===== src/rtl/binary_to_gray.sv =====
// binary_to_gray: registered binary -> reflected Gray converter.
// Optional self-checker enabled by BINARY_TO_GRAY_CHECK_EN.
//
// Ports:
//   clk       in   system clock, rising edge
//   rst_n     in   async active-low reset
//   binary    in   [WIDTH-1:0] word to convert
//   in_valid  in   convert binary this cycle
//   gray      out  [WIDTH-1:0] registered Gray code
//   out_valid out  one pulse per accepted word
//   check_err out  sticky decode mismatch flag
//                  (only with BINARY_TO_GRAY_CHECK_EN)
module binary_to_gray #(
  parameter int WIDTH = 4
) (
  input  logic             clk,
  input  logic             rst_n,
  input  logic [WIDTH-1:0] binary,
  input  logic             in_valid,
  output logic [WIDTH-1:0] gray,
`ifdef BINARY_TO_GRAY_CHECK_EN
  output logic             out_valid,
  output logic             check_err
`else
  output logic             out_valid
`endif
);

  logic [WIDTH-1:0] gray_d;

  assign gray_d = binary ^ (binary >> 1);

  always_ff @(posedge clk or negedge rst_n) begin
    if (!rst_n) begin
      gray      <= '0;
      out_valid <= 1'b0;
    end else begin
      out_valid <= in_valid;
      if (in_valid)
        gray <= gray_d;
    end
  end

`ifdef BINARY_TO_GRAY_CHECK_EN
  logic [WIDTH-1:0] bin_q;
  logic [WIDTH-1:0] dec;

  // Copy of the accepted word, aligned with gray.
  always_ff @(posedge clk or negedge rst_n) begin
    if (!rst_n)
      bin_q <= '0;
    else if (in_valid)
      bin_q <= binary;
  end

  // Inverse: prefix XOR from the MSB down.
  always_comb begin
    dec = '0;
    dec[WIDTH-1] = gray[WIDTH-1];
    for (int i = WIDTH - 2; i >= 0; i--)
      dec[i] = dec[i+1] ^ gray[i];
  end

  always_ff @(posedge clk or negedge rst_n) begin
    if (!rst_n)
      check_err <= 1'b0;
    else if (out_valid && (dec != bin_q))
      check_err <= 1'b1;
  end
`endif

endmodule


===== config.mk =====
export PLATFORM = sky130hd
export DESIGN_NAME = binary_to_gray
export DESIGN_NICKNAME = d
export VERILOG_FILES = /design/src/rtl/binary_to_gray.sv
export SDC_FILE = /design/constraint.sdc
export NUM_CORES = 1
export LEC_CHECK = 0
export CORE_AREA = 2 2 39 41
export CTS_CLUSTER_SIZE = 30
export DETAILED_ROUTE_END_ITERATION = 6
export DIE_AREA = 0 0 41 43
export SLEW_MARGIN = 10
export SYNTH_ARGS = -nofsm -noshare
export SYNTH_HDL_FRONTEND = slang
export SYNTH_SLANG_ARGS = --single-unit

===== constraint.sdc =====
create_clock -name clk -period 0.88 [get_ports clk]
set_input_delay 0.176 -clock clk [delete_from_list [all_inputs] [get_ports clk]]
set_output_delay 0.176 -clock clk [all_outputs]
set_load 0.02 [all_outputs]

==> impl_metrics.tcl <==
set metrics [dict create \
    cts_sinks 5 \
    vias 180 \
    rsz0062_at_grt "true" \
    drt-initial-drc-count 1 \
    first_pass_iters 2 \
    grt_max_degree 8 \
    finClkSkew_ps 0 \
    rr_startpoint "gray[3]" \
    synth_most_common_cell "dfrtp_1" \
    post_dp_cell_area_um2 360 \
    grt_pass1_wl_um 655 \
    clk_latency_ps 240 \
    swShare_pct 24.9 \
    p_int_w 0.000550 \
    power_per_cell_area_nw_per_um2 1830 \
    ys_ff_latch 5 \
    synthTopCellsByArea "dfrtp_1 (65%), xnor2_1 (14%), a21oi_1 (7.8%)" \
    p_total_w 0.000732 \
    ir_worst_vdd_uv 421 \
    grt.total_usage_pct 6.83 \
    root_buffer "clkbuf_4" \
    cp-end-kind "output pin" \
    leakage_nw 0.178 \
    dp_slack_ps -239 \
    synth_top_area_cell "dfrtp_1" \
    ant_nets 0 \
    avgSynthCellArea_um2 12.8 \
    path_class "flop to output pin" \
    syn_inst 15 \
    crit_slowest_cell "dfrtp_1" \
    grt_pass1_vias 170 \
    ctsLongestPathBuffers 2 \
    crit_buf_inv 1 \
    design.portCount 12 \
    nNetsFinal 44 \
    violations "negative setup slack" \
    port_buffers 11 \
    worstRegToRegCells 2 \
    clockPowerShare_pct 35.9 \
    setup_tns_ps -252 \
    core_um2 1380 \
    route.detailed.drc 0 \
    period_needed_ps 936 \
    status "complete, but fails checks" \
    gp_congestion 0.685 \
    synth_nets 22 \
    synth_ff_type "dfrtp_1" \
    start_util_pct 13.9 \
    use_met1_pct 7.42 \
    seqPwrFrac_pct 37.0 \
    cts_buffers 3 \
    required_ps 700 \
    finalWirelength_um 433 \
    ff2ff_setup_slack_ps -10 \
    path_clk_slew_ps 40 \
    comb_power_share_pct 27.1 \
    die_y_um 43 \
    drive_gt1_share_pct 41.7 \
    worstMarginPinSlew_ps 240 \
    num_antenna_cells 0 \
    grt_use_met2_pct 6.56 \
    cpLargestDelayFamily "flip-flops" \
    hp-class "input port to asynchronous set/reset pin" \
    yosysSeqAreaShare_pct 64.9 \
    hold_viol 0 \
    post_drt_wl_per_cell_um 8.33 \
    antenna_found_initial 0 \
    final_cells 52 \
    startpoint_type "flop" \
    busiest_layer "met4" \
    path_max_fanout 2 \
    timing.final.crit_share_pct 106 \
    area_growth_pct 108 \
    cpPeakStageDelay_ps 380 \
    fin_ws_ps -55.6 \
    h-tree-depth 1 \
    yosysWarnings 0 \
    rr_endpoint "gray[3]" \
    relSlewSlack_pct 83.9 \
    switchingPower_w 0.000182 \
    final_cell_area_um2 400 \
    yosysTopAreaCellShare_pct 64.9 \
    die_w_um 41 \
    crit_path_cell_trace "buf_6" \
    gr-total-overflow 0 \
    yosysUniqueCellTypes 5 \
    via_per_inst 3.46 \
    timing.final.max_slew_violations 0 \
    placed_cells 47 \
    synthArstFlopShare_pct 100 \
    cp_num_cells 1 \
    fmax_ghz 1.07 \
    synth_area_um2 193 \
    cts_tree "yes" \
    critPathArrivalTime_ps 760 \
    setup_viol 6 \
    grt_use_met3_pct 4.71 \
    yosys-top-cells-count "dfrtp_1 (5), a21oi_1 (3), nor2_1 (3), xnor2_1 (3), mux2_4 (1)" \
    dieArea_um2 1760 \
    num_rows 14 \
    drv_cap 0 \
    synth-edff-count 0 \
]
==> layout make-up <==
class | count | area (um2)
clock buffers | 4 | 26.3
multi-input cells | 10 | 67.6
fillers | 154 | 983
repair buffers | 17 | 161
well taps | 16 | 20.0
flip-flops and latches | 5 | 125
==> worst max path at each step <==
stage / from / to / slack, ps
after detailed placement: in_valid / gray[3] / -240
final: gray[3] / gray[3] / -60
after global placement: gray[2] / gray[2] / -230
after floorplan: gray[3] / gray[3] / 50
after CTS: gray[3] / gray[3] / -70
after global routing: gray[2] / gray[2] / -90
==> registers in the layout, summed over array words and instances, names as in the netlist <==
name and count:
gray 4, out_valid 1
==> placed cells by master (no fill, tap or decap), drive strengths merged <==
cell type,count
clkbuf,4
mux2,1
clkdlybuf4s50,6
buf,11
nor2,3
dfrtp,5
xnor2,3
a21oi,3
==> metrics by stage <==
stage | utilization, % | hold slack, ps
6_report | 28.9 | 160
3_3_place_gp | 26.0 | 412
2_1_floorplan | - | -120
3_5_place_dp | 26.0 | 420
5_1_grt | 28.9 | 176
4_1_cts | 29.5 | 159
==> layer usage <==
| layer | wire length (um) | share of wire [%] | up-vias |
|---|---|---|---|
| met5 | 0 | 0 | - |
| met4 | 14 | 3.2 | 0 |
| met3 | 69 | 16 | 2 |
| met2 | 150 | 35 | 14 |
| met1 | 198 | 46 | 72 |
| li1 | - | - | 92 |
==> cell families after synthesis <==
kind of cell              Yosys count  share of synthesized area [%]
muxes                               1                           7.79
xor gates and xnor gates            3                           13.6
AOI/OAI and AO/OA                   3                           7.79
DFF                                 5                           64.9
and+or+nand+nor                     3                           5.84
==> what timing repair did <==
action                                  4_1_cts  5_1_grt
hold buffers                                  0        0
endpoints found under the setup margin        5        8
pin swaps                                     0        1
gates resized for setup                      30        0
buffers inserted                              2        0
==> power by group through the flow <==
stage	Clock, W	Sequential, W	Combinational (W)
6_report	0.000263	0.000271	0.000198
4_1_cts	0.000280	0.000271	0.000208
3_3_place_gp	0	0.000269	0.000185
2_1_floorplan	0	0.000299	0.0000318
3_5_place_dp	0	0.000270	0.000186
5_1_grt	0.000294	0.000273	0.000211
No activity file was read; power rests on OpenSTA's default activity.
